## src/rtl/tick_rate_divider_if.sv

```systemverilog
// Bundle between the tick rate divider and its requester.
// Carries the count enable, the divisor load/ack handshake and the divided outputs.
interface tick_rate_divider_if #(
  parameter int WIDTH = 8
);
  logic             tick_in;
  logic             enable;
  logic [WIDTH-1:0] div_value;
  logic             div_load;
  logic             div_ack;
  logic             div_err;
  logic [WIDTH-1:0] count;
  logic             tick_out;
  logic             wave_out;
  logic             pend;

  modport master (
    output tick_in, enable, div_value, div_load,
    input  div_ack, div_err, count, tick_out, wave_out, pend
  );

  modport slave (
    input  tick_in, enable, div_value, div_load,
    output div_ack, div_err, count, tick_out, wave_out, pend
  );
endinterface

```

## src/rtl/tick_rate_divider.sv

```systemverilog
// Programmable divider of the upstream terminal pulse: registered tick and square wave,
// with divisor changes deferred to a period boundary so no short period is ever emitted.
module tick_rate_divider #(
  parameter int WIDTH       = 8,
  parameter int DEFAULT_DIV = 10
) (
  input  logic               clk,
  input  logic               reset,
  tick_rate_divider_if.slave bus
);

  localparam logic [WIDTH-1:0] DEF_DIV = WIDTH'(DEFAULT_DIV);
  localparam logic [WIDTH-1:0] ONE     = WIDTH'(1);
  localparam logic [WIDTH-1:0] ZERO    = {WIDTH{1'b0}};

  typedef enum logic [0:0] {
    S_IDLE = 1'b0,
    S_RUN  = 1'b1
  } state_t;

  state_t           state_r;
  state_t           state_nxt_s;

  logic [WIDTH-1:0] count_r;
  logic [WIDTH-1:0] active_div_r;
  logic [WIDTH-1:0] pending_div_r;
  logic             pend_r;
  logic             tick_out_r;
  logic             wave_r;
  logic             ack_r;
  logic             err_r;

  logic [WIDTH-1:0] last_s;
  logic [WIDTH-1:0] count_nxt_s;
  logic [WIDTH-1:0] active_nxt_s;
  logic [WIDTH:0]   half_s;
  logic             wrap_s;
  logic             apply_s;
  logic             capture_s;
  logic             reject_s;
  logic             pend_nxt_s;
  logic             wave_nxt_s;

  // State register
  always_ff @(posedge clk or negedge reset) begin
    if (!reset) begin
      state_r <= S_IDLE;
    end else begin
      state_r <= state_nxt_s;
    end
  end

  // Next-state: the mode for the coming edge follows enable directly
  always_comb begin
    state_nxt_s = S_IDLE;
    if (bus.enable) begin
      state_nxt_s = S_RUN;
    end else begin
      state_nxt_s = S_IDLE;
    end
  end

  // Datapath decode for the coming edge
  always_comb begin
    last_s      = active_div_r - ONE;
    count_nxt_s = ZERO;
    wrap_s      = 1'b0;
    apply_s     = 1'b0;
    capture_s   = 1'b0;
    reject_s    = 1'b0;

    if (bus.div_load && !pend_r) begin
      if (bus.div_value != ZERO) begin
        capture_s = 1'b1;
      end else begin
        reject_s = 1'b1;
      end
    end else begin
      capture_s = 1'b0;
      reject_s  = 1'b0;
    end

    case (state_nxt_s)
      S_RUN: begin
        if (bus.tick_in) begin
          if (count_r == last_s) begin
            wrap_s      = 1'b1;
            count_nxt_s = ZERO;
          end else begin
            count_nxt_s = count_r + ONE;
          end
        end else begin
          count_nxt_s = count_r;
        end
        apply_s = pend_r && wrap_s;
      end
      S_IDLE: begin
        count_nxt_s = ZERO;
        apply_s     = pend_r;
      end
      default: begin
        count_nxt_s = ZERO;
        apply_s     = 1'b0;
      end
    endcase

    // apply needs pend_r=1 and capture needs pend_r=0, so they never collide
    if (apply_s) begin
      active_nxt_s = pending_div_r;
      pend_nxt_s   = 1'b0;
    end else if (capture_s) begin
      active_nxt_s = active_div_r;
      pend_nxt_s   = 1'b1;
    end else begin
      active_nxt_s = active_div_r;
      pend_nxt_s   = pend_r;
    end

    half_s = ({1'b0, active_nxt_s} + {{WIDTH{1'b0}}, 1'b1}) >> 1;
    if (state_nxt_s == S_RUN) begin
      wave_nxt_s = ({1'b0, count_nxt_s} < half_s);
    end else begin
      wave_nxt_s = 1'b0;
    end
  end

  // Counter, divisor and handshake registers
  always_ff @(posedge clk or negedge reset) begin
    if (!reset) begin
      count_r       <= ZERO;
      active_div_r  <= DEF_DIV;
      pending_div_r <= ZERO;
      pend_r        <= 1'b0;
      tick_out_r    <= 1'b0;
      wave_r        <= 1'b0;
      ack_r         <= 1'b0;
      err_r         <= 1'b0;
    end else begin
      count_r      <= count_nxt_s;
      active_div_r <= active_nxt_s;
      pend_r       <= pend_nxt_s;
      tick_out_r   <= wrap_s;
      wave_r       <= wave_nxt_s;
      ack_r        <= apply_s;
      err_r        <= reject_s;
      if (capture_s) begin
        pending_div_r <= bus.div_value;
      end else begin
        pending_div_r <= pending_div_r;
      end
    end
  end

  assign bus.count    = count_r;
  assign bus.tick_out = tick_out_r;
  assign bus.wave_out = wave_r;
  assign bus.pend     = pend_r;
  assign bus.div_ack  = ack_r;
  assign bus.div_err  = err_r;

  tick_rate_divider_chk #(
    .WIDTH(WIDTH)
  ) u_chk (
    .clk        (clk),
    .reset      (reset),
    .run        (state_r == S_RUN),
    .count      (count_r),
    .active_div (active_div_r),
    .tick_out   (tick_out_r),
    .wave_out   (wave_r),
    .div_ack    (ack_r),
    .div_err    (err_r)
  );

endmodule

// Invariants of the divider state that must hold on every edge.
module tick_rate_divider_chk #(
  parameter int WIDTH = 8
) (
  input logic             clk,
  input logic             reset,
  input logic             run,
  input logic [WIDTH-1:0] count,
  input logic [WIDTH-1:0] active_div,
  input logic             tick_out,
  input logic             wave_out,
  input logic             div_ack,
  input logic             div_err
);

  a_ack_err_excl: assert property (@(posedge clk) disable iff (!reset)
    !(div_ack && div_err));

  a_div_nonzero: assert property (@(posedge clk) disable iff (!reset)
    active_div != {WIDTH{1'b0}});

  a_count_range: assert property (@(posedge clk) disable iff (!reset)
    count < active_div);

  a_tick_at_zero: assert property (@(posedge clk) disable iff (!reset)
    tick_out |-> (count == {WIDTH{1'b0}}));

  a_idle_quiet: assert property (@(posedge clk) disable iff (!reset)
    !run |-> ((count == {WIDTH{1'b0}}) && !tick_out && !wave_out));

endmodule

```

## src/flat_wrapper.sv

```systemverilog
// flat-port wrapper written by rule: the top's interface ports become plain ports
module tick_rate_divider_flat 
#(
  parameter int WIDTH       = 8,
  parameter int DEFAULT_DIV = 10
)
  (clk, reset, bus_tick_in, bus_enable, bus_div_value, bus_div_load, bus_div_ack, bus_div_err, bus_count, bus_tick_out, bus_wave_out, bus_pend);
  tick_rate_divider_if #(.WIDTH(WIDTH)) bus_i ();
  input  logic clk;
  input  logic reset;
  input wire logic [$bits(bus_i.tick_in)-1:0] bus_tick_in;
  input wire logic [$bits(bus_i.enable)-1:0] bus_enable;
  input wire logic [$bits(bus_i.div_value)-1:0] bus_div_value;
  input wire logic [$bits(bus_i.div_load)-1:0] bus_div_load;
  output wire logic [$bits(bus_i.div_ack)-1:0] bus_div_ack;
  output wire logic [$bits(bus_i.div_err)-1:0] bus_div_err;
  output wire logic [$bits(bus_i.count)-1:0] bus_count;
  output wire logic [$bits(bus_i.tick_out)-1:0] bus_tick_out;
  output wire logic [$bits(bus_i.wave_out)-1:0] bus_wave_out;
  output wire logic [$bits(bus_i.pend)-1:0] bus_pend;
  assign bus_i.tick_in = bus_tick_in;
  assign bus_i.enable = bus_enable;
  assign bus_i.div_value = bus_div_value;
  assign bus_i.div_load = bus_div_load;
  assign bus_div_ack = bus_i.div_ack;
  assign bus_div_err = bus_i.div_err;
  assign bus_count = bus_i.count;
  assign bus_tick_out = bus_i.tick_out;
  assign bus_wave_out = bus_i.wave_out;
  assign bus_pend = bus_i.pend;
  tick_rate_divider #(.WIDTH(WIDTH), .DEFAULT_DIV(DEFAULT_DIV)) u_core (.clk(clk), .reset(reset), .bus(bus_i));
endmodule
```

## config.mk

```make
export PLATFORM = sky130hd
export DESIGN_NAME = tick_rate_divider_flat
export DESIGN_NICKNAME = d
export VERILOG_FILES = /design/src/rtl/tick_rate_divider_if.sv /design/src/rtl/tick_rate_divider.sv /design/src/flat_wrapper.sv
export SDC_FILE = /design/constraint.sdc
export NUM_CORES = 1
export LEC_CHECK = 0
export CORE_MARGIN = 2
export CORE_UTILIZATION = 55
export CTS_BUF_LIST = sky130_fd_sc_hd__clkbuf_16
export CTS_CLUSTER_SIZE = 14
export DETAILED_ROUTE_END_ITERATION = 10
export PLACE_DENSITY = 0.87
export SKIP_LAST_GASP = 1
export SYNTH_ARGS = -nofsm -noshare
export SYNTH_HDL_FRONTEND = slang
export SYNTH_SLANG_ARGS = --single-unit
```

## constraint.sdc

```tcl
create_clock -name clk -period 12.6 [get_ports clk]
set_input_delay 3.15 -clock clk [delete_from_list [all_inputs] [get_ports clk]]
set_output_delay 3.15 -clock clk [all_outputs]
set_load 0.02 [all_outputs]
```

==> impl_metrics.csv <==
group,metric,value,unit
status,status,"completed",
logic_synthesis,synthSimpleGateAreaFrac,0.2116,
global_routing,grt_pass1_wl,7.141,mm
clock_tree,numCtsBuffers,5,
setup_path,slowest_stage,"clkdlybuf4s50_1",
finish,final_util,0.6974,
die,rows,21,
global_routing,antenna_found_initial,0,
die,die-area,0.003971,sq mm
setup_path,crit_family,"compound AO/OA/AOI/OAI gates",
logic_synthesis,synthAdderAreaFrac,0.06532,
logic_synthesis,synth_edf_count,0,
logic_synthesis,avgSynthCellArea,9.675,sq um
clock_tree,cts_tree,"built",
global_routing,grt_max_degree,30,
setup_path,cp_max_fo,21,
setup_path,critPathMaxStageDelay,0.61,ns
placement,place.detailed.hpwl,2.933,mm
setup_path,arrival,6.99,ns
sta,rsz0062_at_grt,"no",
setup_path,crit_path_end_kind,"register",
clock_tree,cts_setup_buffers,0,
logic_synthesis,synth_area,0.001916,sq mm
die,initial_utilization,0.5741,
pwr,p_leak,1.052,nW
logic_synthesis,synthXorXnorAreaFrac,0.1319,
setup_path,crit_path_start,"bus_tick_in",
placement,gp_congestion,0.8643,
sta,hold_viol,0,
logic_synthesis,ys_warn_count,0,
sta,fmax,147.2,MHz
drt,drt_first_iter_violations,87,
die,core,0.003337,sq mm
drt,first_pass_iters,4,
finish,drive_above_1_share,0.1027,
worst_hold_path,min_from,"u_core.pending_div_r[5]$_DFFE_PN0P_",
drt,avgViaCountPerCell,5.452,
drt,antenna_left,0,
die,die_x,63.02,um
logic_synthesis,netlist_instances,198,
global_routing,grt_pass1_vias,1466,
global_routing,grt_usage,0.2382,
sta,fin_crit_sh,0.5391,
setup_path,critPathKind,"in2reg",
sta,slew_headroom,0.3408,
setup_path,reg2reg_from,"u_core.active_div_r[1]$_DFF_PN1_",
pwr,worst_ir_drop_vdd,0.1257,mV
finish,nNetsFinal,246,
pwr,power.density,235.2,mW/mm^2
sta,tightest_slew,0.9865,ns
global_routing,grt_remaining_overflow,0,
logic_synthesis,synth_ff_type,"dfrtp_1",
setup_path,cp.buffers_inverters,1,
sta,skew,0.003449,ns
die,die_h,63.02,um
clock_tree,post_cts_resized,0,
clock_tree,root_buffer,"clkbuf_16",
clock_tree,clock_latency,0.28,ns
drt,drc,0,
clock_tree,postCtsHoldBufs,0,
logic_synthesis,ys_seq_elements,29,
setup_path,cp.required,12.80,ns
setup_path,critical_path.startpoint_type,"input port",
finish,area_delta_synth_final,21.49,%
sta,fin_tns_setup,0,ns
drt,post_drt_wl_per_cell,15.01,um
logic_synthesis,synth_mux_area_frac,0.06793,
sta,slew_violations,0,
sta,setup_viol_count_final,0,
logic_synthesis,synthDistinctLibCells,40,
worst_hold_path,hold_class,"reg2reg",
clock_tree,cts_max_level,2,
clock_tree,clk_path_buf_depth,2,
finish,n_antenna_cell,0,
clock_tree,cts.sinks,29,
logic_synthesis,async_flop_share,1.000,
setup_path,cp_cell_sequence,"clkdlybuf4s50_1 > nand3_1 > o41ai_4 > o311ai_4 > mux2_4 > ha_1 > nand3_1 > xor2_1 > nor2_1 > a21oi_1 > ha_1 > a211oi_1 > nor2_1 > or4_1 > a21oi_1",
job,drv_cap,0,
logic_synthesis,synth_nets,221,
drt,wl,4.053,mm
clock_tree,clkTransAtPathRegs,0.05,ns
placement,portBuffers,25,
die,io_pins,26,
sta,period_minus_slack,6.793,ns
logic_synthesis,ys_seq_area_frac,0.3801,
logic_synthesis,synth_compound_area_frac,0.1071,
drt,routed-via-count,1472,
logic_synthesis,synth_top_family_by_area,"simple AND/OR/NAND/NOR gates",
setup_path,ff2ff_setup_slack,8.08,ns
==> where the power goes <==
group | total, mW | internal [mW] | leakage (nW) | switching [mW]
Combinational | 0.246 | 0.121 | 0.614 | 0.125
Clock | 0.113 | 0.0721 | 0.0696 | 0.0412
Sequential | 0.189 | 0.129 | 0.368 | 0.0596
==> registers in the layout (all words and copies together) (netlist names) <==
register / flops
u_core.active_div_r: 8
u_core.bus.count: 8
u_core.pending_div_r: 8
u_core.bus.div_ack: 1
u_core.bus.div_err: 1
u_core.bus.pend: 1
u_core.bus.tick_out: 1
u_core.bus.wave_out: 1
==> kinds of logic after synthesis <==
group	Yosys count
xor gates and xnor gates	28
and+or+nand+nor	83
buffers and inverters	14
muxes	9
DFF	29
AOI/OAI and AO/OA	25
adders and majority gates	10
==> Yosys cell counts (2+ instances only) <==
library cell / number / area (sq um)
dfrtp_1: 27 / 675.7
a21oi_1: 5 / 25.02
dfstp_2: 2 / 52.55
nand4_1: 8 / 50.05
nor2_1: 16 / 60.06
ha_1: 10 / 125.1
nand2b_1: 2 / 12.51
o31a_1: 2 / 17.52
nor4_1: 3 / 18.77
nor3_1: 2 / 10.01
a22o_1: 2 / 17.52
clkbuf_1: 2 / 7.510
nand3_1: 7 / 35.03
o21ai_0: 7 / 35.03
nor2b_1: 2 / 12.51
nand2_1: 33 / 123.9
inv_1: 6 / 22.52
and3_1: 5 / 31.28
xnor2_1: 13 / 113.9
xor2_1: 14 / 122.6
mux2_4: 8 / 120.1
buf_2: 4 / 20.02
==> worst register-to-register path, delay by kind of cell (launching register included) <==
kind / cells / cell delay, ns
adder cells (fa/ha/maj): 3 / 0.79
XOR/XNOR: 1 / 0.15
flip-flops: 1 / 0.57
multiplexers: 1 / 0.41
AO/OA/AOI/OAI: 7 / 1.62
AND/OR/NAND/NOR: 5 / 0.83
buffers and inverters: 1 / 0.07
==> final timing paths <==
kind                                                       end  cells after the start
max                              u_core.bus.wave_out$_DFF_PN0_                     15
min                        u_core.pending_div_r[5]$_DFFE_PN0P_                      2
max reg2reg                      u_core.bus.wave_out$_DFF_PN0_                     18
min reg2reg                u_core.pending_div_r[5]$_DFFE_PN0P_                      2
max in group asynchronous     u_core.active_div_r[3]$_DFF_PN1_                      2
min in group asynchronous        u_core.bus.count[0]$_DFF_PN0_                      2
==> stage by stage <==
step                      instances  instance area (sq um)  hold WS [ns]  power (mW)  worst slack [ns]
final                           270                   2327        0.5607      0.5474             5.807
after CTS                       270                   2327        0.5633      0.5500             5.834
after detailed placement        262                   2185        0.5501      0.4319             5.556
after global placement          262                   2185        0.5387      0.4249             5.629
after floorplan                 198                   1916        0.5017      0.3709             6.258
after global routing            270                   2327        0.6014      0.5897             5.507
==> cell type report <==
class	instances	area (sq um)
clock buffers	5	125.1
clock inverters	3	17.52
fillers	259	1010
inverters	6	22.52
multi-input cells	155	1119
flip-flops and latches	29	728.2
well taps	46	57.56
repair buffers	26	257.7
==> layout by cell type (no fill, tap or decap), drive strengths merged, types with 4 or more instances in the layout <==
cell type	n
a21oi	5
and3	5
clkbuf	5
clkdlybuf4s50	25
dfrtp	27
ha	10
inv	6
mux2	8
nand2	33
nand3	7
nand4	8
nor2	16
nor4	4
o21ai	8
xnor2	14
xor2	14
==> layer usage <==
layer	up-vias	track usage	part of all wire
met4	0	0.09722	0.012
met3	4	0.05766	0.044
li1	743	-	-
met5	-	0	0
met1	694	0.3186	0.46
met2	31	0.3697	0.48
(Power assumes the default switching activity.)
